**src/rtl/id_reg_file_pkg.sv**
```systemverilog
// Shared constants and types for the ID-stage register file and its
// pending-write scoreboard.
package id_reg_file_pkg;

  localparam int XLEN   = 32;
  localparam int REG_AW = 5;
  localparam int CNT_W  = 2;

  typedef logic [REG_AW-1:0] reg_addr_t;

  localparam reg_addr_t REG_ZERO = '0;

  function automatic logic is_live(input reg_addr_t addr);
    return addr != REG_ZERO;
  endfunction

endpackage

```
**src/rtl/id_reg_file_if.sv**
```systemverilog
// Bundle of ID read ports, write-back port, issue port and hazard outputs.
// The pipeline drives through master; the register file sits on slave.
interface id_reg_file_if #(
  parameter int XLEN = id_reg_file_pkg::XLEN
);
  import id_reg_file_pkg::*;

  reg_addr_t       rs1_addr_in;
  reg_addr_t       rs2_addr_in;
  logic            rs1_used_in;
  logic            rs2_used_in;
  logic [XLEN-1:0] rs1_data_out;
  logic [XLEN-1:0] rs2_data_out;
  logic [XLEN-1:0] wb_write_data_in;
  reg_addr_t       wb_rd_addr_in;
  logic            wb_reg_write_en_in;
  logic            issue_valid_in;
  reg_addr_t       issue_rd_in;
  logic            issue_reg_write_in;
  logic            stall_out;
  logic            sb_error_out;

  modport master (
    output rs1_addr_in, rs2_addr_in, rs1_used_in, rs2_used_in,
           wb_write_data_in, wb_rd_addr_in, wb_reg_write_en_in,
           issue_valid_in, issue_rd_in, issue_reg_write_in,
    input  rs1_data_out, rs2_data_out, stall_out, sb_error_out
  );

  modport slave (
    input  rs1_addr_in, rs2_addr_in, rs1_used_in, rs2_used_in,
           wb_write_data_in, wb_rd_addr_in, wb_reg_write_en_in,
           issue_valid_in, issue_rd_in, issue_reg_write_in,
    output rs1_data_out, rs2_data_out, stall_out, sb_error_out
  );

endinterface

```
**src/rtl/reg_scoreboard.sv**
```systemverilog
// Per-register pending-write counters with RAW / counter-full stall and a
// sticky error for write-backs that were never issued.
module reg_scoreboard
  import id_reg_file_pkg::*;
#(
  parameter int CNT_W = id_reg_file_pkg::CNT_W
) (
  input  logic      clk,
  input  logic      rst,
  input  reg_addr_t rs1_addr,
  input  reg_addr_t rs2_addr,
  input  logic      rs1_used,
  input  logic      rs2_used,
  input  logic      issue_valid,
  input  reg_addr_t issue_rd,
  input  logic      issue_reg_write,
  input  logic      wb_en,
  input  reg_addr_t wb_rd,
  output logic      stall,
  output logic      sb_error
);

  localparam logic [CNT_W-1:0] CNT_MAX = '1;

  logic [CNT_W-1:0] count [32];
  logic             wb_fire;
  logic             issue_fire;
  logic             raw1;
  logic             raw2;
  logic             full;
  logic [31:1]      inc_hit;
  logic [31:1]      dec_hit;

  // A write-back landing this cycle retires one pending write before the
  // hazard check, so pending != 0 means the count exceeds that one retire.
  always_comb begin
    wb_fire    = wb_en && is_live(wb_rd);
    raw1       = 1'b0;
    raw2       = 1'b0;
    full       = 1'b0;
    if (rs1_used && is_live(rs1_addr))
      raw1 = (wb_fire && wb_rd == rs1_addr) ? (count[rs1_addr] > CNT_W'(1))
                                            : (count[rs1_addr] != '0);
    if (rs2_used && is_live(rs2_addr))
      raw2 = (wb_fire && wb_rd == rs2_addr) ? (count[rs2_addr] > CNT_W'(1))
                                            : (count[rs2_addr] != '0);
    if (issue_valid && issue_reg_write && is_live(issue_rd))
      full = (count[issue_rd] == CNT_MAX) && !(wb_fire && wb_rd == issue_rd);
    stall      = rst && (raw1 || raw2 || full);
    issue_fire = issue_valid && !stall && issue_reg_write && is_live(issue_rd);
    inc_hit    = '0;
    dec_hit    = '0;
    for (int r = 1; r < 32; r++) begin
      inc_hit[r] = issue_fire && issue_rd == reg_addr_t'(r);
      dec_hit[r] = wb_fire && wb_rd == reg_addr_t'(r);
    end
  end

  always_ff @(posedge clk or negedge rst) begin
    if (!rst) begin
      for (int r = 0; r < 32; r++) count[r] <= '0;
      sb_error <= 1'b0;
    end else begin
      for (int r = 1; r < 32; r++) begin
        if (inc_hit[r] && !dec_hit[r])
          count[r] <= count[r] + CNT_W'(1);
        else if (dec_hit[r] && !inc_hit[r] && count[r] != '0)
          count[r] <= count[r] - CNT_W'(1);
      end
      if (wb_fire && count[wb_rd] == '0)
        sb_error <= 1'b1;
    end
  end

endmodule

```
**src/rtl/id_reg_file.sv**
```systemverilog
// ID-stage register file: x0 hard-wired to zero, same-cycle write-back
// bypass on both read ports, and a scoreboard that stalls on pending writes.
module id_reg_file
  import id_reg_file_pkg::*;
#(
  parameter int XLEN  = id_reg_file_pkg::XLEN,
  parameter int CNT_W = id_reg_file_pkg::CNT_W
) (
  input  logic         clk,
  input  logic         rst,
  id_reg_file_if.slave bus
);

  logic [XLEN-1:0] regs [32];
  logic            wb_fire;

  assign wb_fire = bus.wb_reg_write_en_in && is_live(bus.wb_rd_addr_in);

  // Entry 0 is cleared by reset and never written, so it always reads zero.
  always_ff @(posedge clk or negedge rst) begin
    if (!rst) begin
      for (int i = 0; i < 32; i++) regs[i] <= '0;
    end else if (wb_fire) begin
      regs[bus.wb_rd_addr_in] <= bus.wb_write_data_in;
    end
  end

  always_comb begin
    bus.rs1_data_out = '0;
    bus.rs2_data_out = '0;
    if (rst && is_live(bus.rs1_addr_in))
      bus.rs1_data_out = (wb_fire && bus.wb_rd_addr_in == bus.rs1_addr_in)
                         ? bus.wb_write_data_in : regs[bus.rs1_addr_in];
    if (rst && is_live(bus.rs2_addr_in))
      bus.rs2_data_out = (wb_fire && bus.wb_rd_addr_in == bus.rs2_addr_in)
                         ? bus.wb_write_data_in : regs[bus.rs2_addr_in];
  end

  reg_scoreboard #(.CNT_W(CNT_W)) u_scoreboard (
    .clk             (clk),
    .rst             (rst),
    .rs1_addr        (bus.rs1_addr_in),
    .rs2_addr        (bus.rs2_addr_in),
    .rs1_used        (bus.rs1_used_in),
    .rs2_used        (bus.rs2_used_in),
    .issue_valid     (bus.issue_valid_in),
    .issue_rd        (bus.issue_rd_in),
    .issue_reg_write (bus.issue_reg_write_in),
    .wb_en           (bus.wb_reg_write_en_in),
    .wb_rd           (bus.wb_rd_addr_in),
    .stall           (bus.stall_out),
    .sb_error        (bus.sb_error_out)
  );

endmodule

```
**src/flat_wrapper.sv**
```systemverilog
// flat-port wrapper written by rule: the top's interface ports become plain ports
module id_reg_file_flat import id_reg_file_pkg::*;
#(
  parameter int XLEN  = id_reg_file_pkg::XLEN,
  parameter int CNT_W = id_reg_file_pkg::CNT_W
)
  (clk, rst, bus_rs1_addr_in, bus_rs2_addr_in, bus_rs1_used_in, bus_rs2_used_in, bus_wb_write_data_in, bus_wb_rd_addr_in, bus_wb_reg_write_en_in, bus_issue_valid_in, bus_issue_rd_in, bus_issue_reg_write_in, bus_rs1_data_out, bus_rs2_data_out, bus_stall_out, bus_sb_error_out);
  id_reg_file_if #(.XLEN(XLEN)) bus_i ();
  input  logic clk;
  input  logic rst;
  input wire logic [$bits(bus_i.rs1_addr_in)-1:0] bus_rs1_addr_in;
  input wire logic [$bits(bus_i.rs2_addr_in)-1:0] bus_rs2_addr_in;
  input wire logic [$bits(bus_i.rs1_used_in)-1:0] bus_rs1_used_in;
  input wire logic [$bits(bus_i.rs2_used_in)-1:0] bus_rs2_used_in;
  input wire logic [$bits(bus_i.wb_write_data_in)-1:0] bus_wb_write_data_in;
  input wire logic [$bits(bus_i.wb_rd_addr_in)-1:0] bus_wb_rd_addr_in;
  input wire logic [$bits(bus_i.wb_reg_write_en_in)-1:0] bus_wb_reg_write_en_in;
  input wire logic [$bits(bus_i.issue_valid_in)-1:0] bus_issue_valid_in;
  input wire logic [$bits(bus_i.issue_rd_in)-1:0] bus_issue_rd_in;
  input wire logic [$bits(bus_i.issue_reg_write_in)-1:0] bus_issue_reg_write_in;
  output wire logic [$bits(bus_i.rs1_data_out)-1:0] bus_rs1_data_out;
  output wire logic [$bits(bus_i.rs2_data_out)-1:0] bus_rs2_data_out;
  output wire logic [$bits(bus_i.stall_out)-1:0] bus_stall_out;
  output wire logic [$bits(bus_i.sb_error_out)-1:0] bus_sb_error_out;
  assign bus_i.rs1_addr_in = bus_rs1_addr_in;
  assign bus_i.rs2_addr_in = bus_rs2_addr_in;
  assign bus_i.rs1_used_in = bus_rs1_used_in;
  assign bus_i.rs2_used_in = bus_rs2_used_in;
  assign bus_i.wb_write_data_in = bus_wb_write_data_in;
  assign bus_i.wb_rd_addr_in = bus_wb_rd_addr_in;
  assign bus_i.wb_reg_write_en_in = bus_wb_reg_write_en_in;
  assign bus_i.issue_valid_in = bus_issue_valid_in;
  assign bus_i.issue_rd_in = bus_issue_rd_in;
  assign bus_i.issue_reg_write_in = bus_issue_reg_write_in;
  assign bus_rs1_data_out = bus_i.rs1_data_out;
  assign bus_rs2_data_out = bus_i.rs2_data_out;
  assign bus_stall_out = bus_i.stall_out;
  assign bus_sb_error_out = bus_i.sb_error_out;
  id_reg_file #(.XLEN(XLEN), .CNT_W(CNT_W)) u_core (.clk(clk), .rst(rst), .bus(bus_i));
endmodule
```
**config.mk**
```make
export PLATFORM = sky130hd
export DESIGN_NAME = id_reg_file_flat
export DESIGN_NICKNAME = d
export VERILOG_FILES = /design/src/rtl/id_reg_file_pkg.sv /design/src/rtl/id_reg_file_if.sv /design/src/rtl/reg_scoreboard.sv /design/src/rtl/id_reg_file.sv /design/src/flat_wrapper.sv
export SDC_FILE = /design/constraint.sdc
export NUM_CORES = 2
export LEC_CHECK = 0
export CAP_MARGIN = 15
export CELL_PAD_IN_SITES_DETAIL_PLACEMENT = 1
export CELL_PAD_IN_SITES_GLOBAL_PLACEMENT = 1
export CORE_UTILIZATION = 35
export CTS_BUF_LIST = sky130_fd_sc_hd__clkbuf_8
export DETAILED_ROUTE_END_ITERATION = 6
export GPL_ROUTABILITY_DRIVEN = 0
export PLACE_DENSITY = 0.65
export SLEW_MARGIN = 20
export SYNTH_ARGS = -nofsm -noshare
export SYNTH_HDL_FRONTEND = slang
export SYNTH_SLANG_ARGS = --single-unit
export TNS_END_PERCENT = 10
```
**constraint.sdc**
```tcl
create_clock -name clk -period 6.46 [get_ports clk]
set_input_delay 1.938 -clock clk [delete_from_list [all_inputs] [get_ports clk]]
set_output_delay 1.938 -clock clk [all_outputs]
set_load 0.01 [all_outputs]
```
# Word level (Yosys, flattened, before mapping)
# Index checks and enable logic that the tools add are counted.
# totals
reg_bits	1087
output_inout_bits	66
elab_cells	602
# op_classes
n_addsub	62
n_lt_le_gt_ge	7
n_eq_ne	66
muxes	92
bitwise_logic	4
reduce_logical	307
# ops
op	count
$bwmux W1024	1
$bmux W32 S5	2
$mux W32	9
$logic_and A1 B1 Y1	172
$demux W32 S5	1
$eq A5 B5 Y1 const B	32
$mux W2	70
$reduce_bool A2 Y1	64
$eq A5 B4 Y1 const B	16
$logic_not A1 Y1	64
$add A2 B1 Y2 const B	31
$sub A2 B1 Y2 const B	31
$bmux W2 S5	4
$eq A5 B3 Y1 const B	8
$ge A6 B6 Y1 const B	4
$not A5 Y6	4
$eq A5 B2 Y1 const B	4
$reduce_bool A5 Y1	4
$eq A5 B5 Y1	3
$eq A5 B1 Y1 const B	2
$lt A6 B1 Y1 const B	1
$mux W1	5
$gt A2 B1 Y1 const B	2
$eq A2 B2 Y1 const B	1
2 further kinds	3

# Logic depth before layout (Yosys ltp)
# depth
depth_word	20
mapped_depth	13
ltp_nobuf	9

# Modules after synthesis
# Synthesis repeated with hierarchy kept, for this count alone.
# hier_totals
cells_unflattened	4738
hier_area_um2	62083.3
# modules_own_cells
module	instances	cells_per_inst	area_per_inst_um2	seq_area_each_um2
id_reg_file	1	3862	55243.0	25624.6
reg_scoreboard	1	876	6840.3	1576.5

# Worst setup path after synthesis
# No wires, ideal clock.
# synth_path
kind	input port to output port
from	input port bus_rs2_addr_in[0]
to	output port bus_rs2_data_out[11]
t_arrival_ps	4308
t_required_ps	4522
path_slack_ps	214
cell_stages	9
n_path_buf	5
cell_sequence	buf_6 buf_2 buf_2 buf_2 buf_2 mux4_2 mux4_2 mux2i_1 a211oi_1
# synth_via
elab_chain_len	6
elab_cells_between_ends	10
cone_classes	1 x eq/ne; 5 x mux; 1 x bitwise; 3 x reduce/logical
# synth_rtl
item	line	source
start, declared	flat_wrapper.sv:12	input wire logic [$bits(bus_i.rs2_addr_in)-1:0] bus_rs2_addr_in;
$not A5 Y6 (not written as such)	id_reg_file.sv:36	? bus.wb_write_data_in : regs[bus.rs2_addr_in];
$bmux W32 S5	id_reg_file.sv:36	
$mux W32 (not written as such) (2 in a row)	id_reg_file.sv:36	
$mux W32	id_reg_file.sv:36	
$mux W32 (*)	id_reg_file.sv:34	if (rst && is_live(bus.rs2_addr_in))
end, declared	flat_wrapper.sv:22	output wire logic [$bits(bus_i.rs2_data_out)-1:0] bus_rs2_data_out;
# Mark *: on every way between the ends. The rest lies on a longest branch, timed or not. The select of a mux whose other input is x is not followed.

# Worst setup path after layout
# layout_path
from	input port bus_wb_rd_addr_in[3]
to	output port bus_rs1_data_out[25]
# layout_via
elab_chain_len	5
elab_cells_between_ends	6
cone_classes	1 x eq/ne; 2 x mux; 3 x reduce/logical
# layout_rtl
item	line	source
start, declared	flat_wrapper.sv:16	input wire logic [$bits(bus_i.wb_rd_addr_in)-1:0] bus_wb_rd_addr_in;
$reduce_bool A5 Y1	id_reg_file_pkg.sv:14	return addr != REG_ZERO;
$logic_and A1 B1 Y1	id_reg_file.sv:17	assign wb_fire = bus.wb_reg_write_en_in && is_live(bus.wb_rd_addr_in);
$logic_and A1 B1 Y1 (*)	id_reg_file.sv:32	bus.rs1_data_out = (wb_fire && bus.wb_rd_addr_in == bus.rs1_addr_in)
$mux W32 (*)	id_reg_file.sv:33	? bus.wb_write_data_in : regs[bus.rs1_addr_in];
$mux W32 (*)	id_reg_file.sv:31	if (rst && is_live(bus.rs1_addr_in))
end, declared	flat_wrapper.sv:21	output wire logic [$bits(bus_i.rs1_data_out)-1:0] bus_rs1_data_out;
# Mark *: on every way between the ends. The rest lies on a longest branch, timed or not.

==> impl_metrics.yaml <==
pwr:
  switchingPower_mw: 6.362
  finalPower_mw: 20.62
  power_density_nw_per_um2: 284.4
  comb_power_share_pct: 23.2
  clkPwrFrac_pct: 32.5
  peakVddDrop_v: 0.0001794
  swShare_pct: 30.86
  leakagePower_nw: 33.31
  p_int_mw: 14.26
  pwr-share-seq_pct: 44.3
synthesis:
  ys_warn_count: 2
  synthCells: 5356
  syn_avg_cell_area_sq_um: 11.46
  synth_top_family_by_area: "multiplexers"
  synth-simple-area-share_pct: 14.76
  ys_types: 79
  syn_area_sq_um: 61390
  synth_edf_count: 0
  synth_mux_area_share_pct: 33.72
  synth-compound-area-share_pct: 3.371
  synthAdderAreaFrac_pct: 0
  synth_ff_type: "dfrtp_1"
  synth_xor_area_share_pct: 0.2996
  synth-seq-cells: 1087
  seq_area_frac_synth_pct: 44.31
  async_reset_ff_share_pct: 100.0
  syn_nets: 5415
detailed_routing:
  drt_wl_total_microns: 243400
  vias: 48190
  drt.antenna.violating_nets: 0
  drc_errors: 0
  wl_per_cell_microns: 30.33
  dr.pass1.iters: 5
  avgViaCountPerCell: 6.006
  drtIter0Drc: 4833
timing:
  drv_slew: 0
  worst_pin_slew_ns: 1.180
  hold_viol_final: 0
  period_share_pct: 100.5
  setup-tns-final_ns: -0.05445
  worst_slack_ns: -0.03446
  fmax_ghz: 0.1540
  holdWs_ns: 0.3928
  fin_crit_ns: 6.494
  rsz0062_at_grt: "yes"
  setup_viol: 2
  clock_skew_ns: 0.02961
  max_slew_margin_pct: 21.33
floorplan:
  fp.dieW_microns: 420.8
  chipHeight_microns: 420.8
  die_area_sq_um: 177100
  row_count: 153
  boundaryPins: 125
  initial_utilization_pct: 35.28
  fp.coreArea_sq_um: 174000
run_status:
  violations: "negative setup slack"
  status: "finished with violations"
final_layout:
  syn2layout_area_growth_pct: 18.11
  fin_nets: 5602
  nFillCells: 18340
  fin_cells: 8023
  stdcell_area_sq_um: 72510
  final_layout_size_suffix_gt1_share_pct: 33.41
clock_network:
  clk_path_buf_depth: 3
  cts.clk_slew.worst_paths_ns: 0.06
  cts_tree: "yes"
  cts-root-buf: "clkbuf_8"
  ctsHoldBuffers: 0
  htreeDepth: 4
  clk_latency_ns: 0.94
  cts_buffers: 195
  cts_sinks: 1087
setup_path:
  cp-start-kind: "input port"
  required_ns: 4.52
  endpoint_kind: "output pin"
  path_max_fanout: 14
  path_cells: "clkdlybuf4s50_1 > or2_0 > o31a_1 > nand4_1 > buf_12 > nor2_1 > a211oi_4 > clkdlybuf4s50_1"
  crit_slowest_cell: "clkdlybuf4s50_1"
  cpMostUsedCell: "clkdlybuf4s50_1"
  worst_path_largest_cell_delay_ns: 0.63
  worstSetupPathType: "input port to output pin"
  worst_ep_arrival_time_ns: 4.56
placed_design:
  dp_hpwl_microns: 149000
  placed_area_sq_um: 67970
  dp_cells: 7662
  portBuffers: 124
global_route:
  grt_pass1_wl_microns: 356400
  grt_pass1_vias: 50060
  grt_antenna_before_repair: 15
  overflow: 0
  grt_max_degree: 160
  grt_usage_pct: 27.71
flow_run:
  drv_cap: 0
hold_path:
  hp-class: "flop to flop"
==> layer usage <==
layer / wire length [microns] / part of all wire, % / up-vias / GRT usage, %
li1: - / - / 19580 / -
met1: 101500 / 42 / 25870 / 38.73
met2: 112500 / 46 / 2238 / 42.53
met3: 20360 / 8.4 / 493 / 5.598
met4: 8917 / 3.7 / 8 / 10.46
met5: 52 / 0.021 / - / 0
==> logic make-up after synthesis <==
logic type             after synthesis
multiplexers                      1177
XOR/XNOR                            21
AO/OA/AOI/OAI                      285
buffers and inverters              552
AND/OR/NAND/NOR                   2234
flip-flops                        1087
==> power by group through the flow <==
stage                     clock [mW]  combinational [mW]  sequential [mW]
after floorplan                    0                3.26             8.75
after global placement             0                4.56             9.10
after detailed placement           0                4.71             9.20
after CTS                       6.81                4.79             9.09
after global routing            7.08                5.12             9.28
final                           6.70                4.77             9.14
==> layout make-up <==
| cell class | count | area, sq um | share of cell area (%) |
|---|---|---|---|
| Multi-Input combinational cell | 3717 | 32650 | 45.02 |
| Sequential cell | 1087 | 27200 | 37.52 |
| Timing Repair Buffer | 529 | 5725 | 7.896 |
| Clock buffer | 246 | 3386 | 4.670 |
| Tap cell | 2325 | 2909 | 4.012 |
| Clock inverter | 101 | 578.1 | 0.7972 |
| Inverter | 13 | 50.05 | 0.06903 |
| Antenna cell | 5 | 12.51 | 0.01726 |
==> final timing paths <==
check                                                   start                            end  slack (ns)  cells past startpoint
worst max-delay path                     bus_wb_rd_addr_in[3]           bus_rs1_data_out[25]       -0.03                      8
worst min register to register               u_core.regs[998]               u_core.regs[998]        0.39                      0
min in group asynchronous                                 rst  u_core.u_scoreboard.count[38]        0.86                      1
worst min-delay path                         u_core.regs[998]               u_core.regs[998]        0.39                      0
worst max register to register  u_core.u_scoreboard.count[21]  u_core.u_scoreboard.count[10]        2.81                      9
max in group asynchronous                                 rst               u_core.regs[263]        2.70                      4
==> cells in the mapped netlist (5+ instances only) <==
| master | n | share of area, % |
|---|---|---|
| a211oi_1 | 74 | 0.90 |
| a21o_1 | 5 | 0.061 |
| a21oi_1 | 64 | 0.52 |
| a22oi_1 | 10 | 0.12 |
| a31oi_1 | 9 | 0.092 |
| a32o_1 | 9 | 0.15 |
| a32oi_1 | 11 | 0.16 |
| a41o_1 | 7 | 0.11 |
| and2_1 | 8 | 0.082 |
| and3_1 | 10 | 0.10 |
| buf_1 | 46 | 0.28 |
| buf_2 | 48 | 0.39 |
| clkbuf_1 | 435 | 2.7 |
| dfrtp_1 | 1087 | 44 |
| inv_1 | 11 | 0.067 |
| mux2_2 | 419 | 7.7 |
| mux2i_1 | 87 | 1.4 |
| mux4_2 | 671 | 25 |
| nand2_1 | 1837 | 11 |
| nand2b_1 | 14 | 0.14 |
| nand3_1 | 33 | 0.27 |
| nand3b_1 | 20 | 0.24 |
| nand4_1 | 12 | 0.12 |
| nand4b_1 | 9 | 0.13 |
| nor2_1 | 162 | 0.99 |
| nor2b_1 | 13 | 0.13 |
| nor3_1 | 39 | 0.32 |
| nor3b_1 | 7 | 0.086 |
| nor4_1 | 13 | 0.13 |
| o2111ai_1 | 15 | 0.21 |
| o211ai_1 | 9 | 0.11 |
| o21ai_0 | 17 | 0.14 |
| o221ai_1 | 6 | 0.086 |
| o311ai_0 | 7 | 0.10 |
| or3_1 | 26 | 0.26 |
| xnor2_1 | 10 | 0.14 |
| xor2_1 | 11 | 0.16 |
==> sequential cells by signal (all words and copies together) (netlist names) <==
signal	cells
u_core.u_scoreboard.sb_error	1
u_core.regs	1024
u_core.u_scoreboard.count	62
==> critical path: cells and delay by family <==
| kind | cells | cell delay [ns] |
|---|---|---|
| AO/OA/AOI/OAI | 2 | 0.77 |
| buffers and inverters | 3 | 1.28 |
| AND/OR/NAND/NOR | 3 | 0.51 |
==> cells in the final DEF (no fill, tap or decap), drive strengths merged, types with 21 or more instances in the layout <==
cell type,count
nor3,40
nand3,33
mux2i,87
mux2,419
or3,26
clkbuf,246
a211oi,74
dfrtp,1087
inv,88
nor2,163
nand2,1837
buf,416
mux4,671
clkinv,21
dlymetal6s2s,39
a21oi,64
clkdlybuf4s50,57
==> through the flow <==
step           util (%)  setup slack (ns)
6_report          41.67          -0.03446
5_1_grt           41.67          -0.08525
4_1_cts           41.56           -0.1425
3_5_place_dp      39.06           -0.5536
3_3_place_gp      39.06           -0.5443
2_1_floorplan         -            0.2138
==> timing repair <==
item / in CTS / in global routing
buffers inserted: 8 / 0
setup endpoints to repair: 61 / 46
cloned: 1 / 0
pin swaps: 2 / 2
gates resized for setup: 65 / 57
Power figures use the tool's default switching activity.
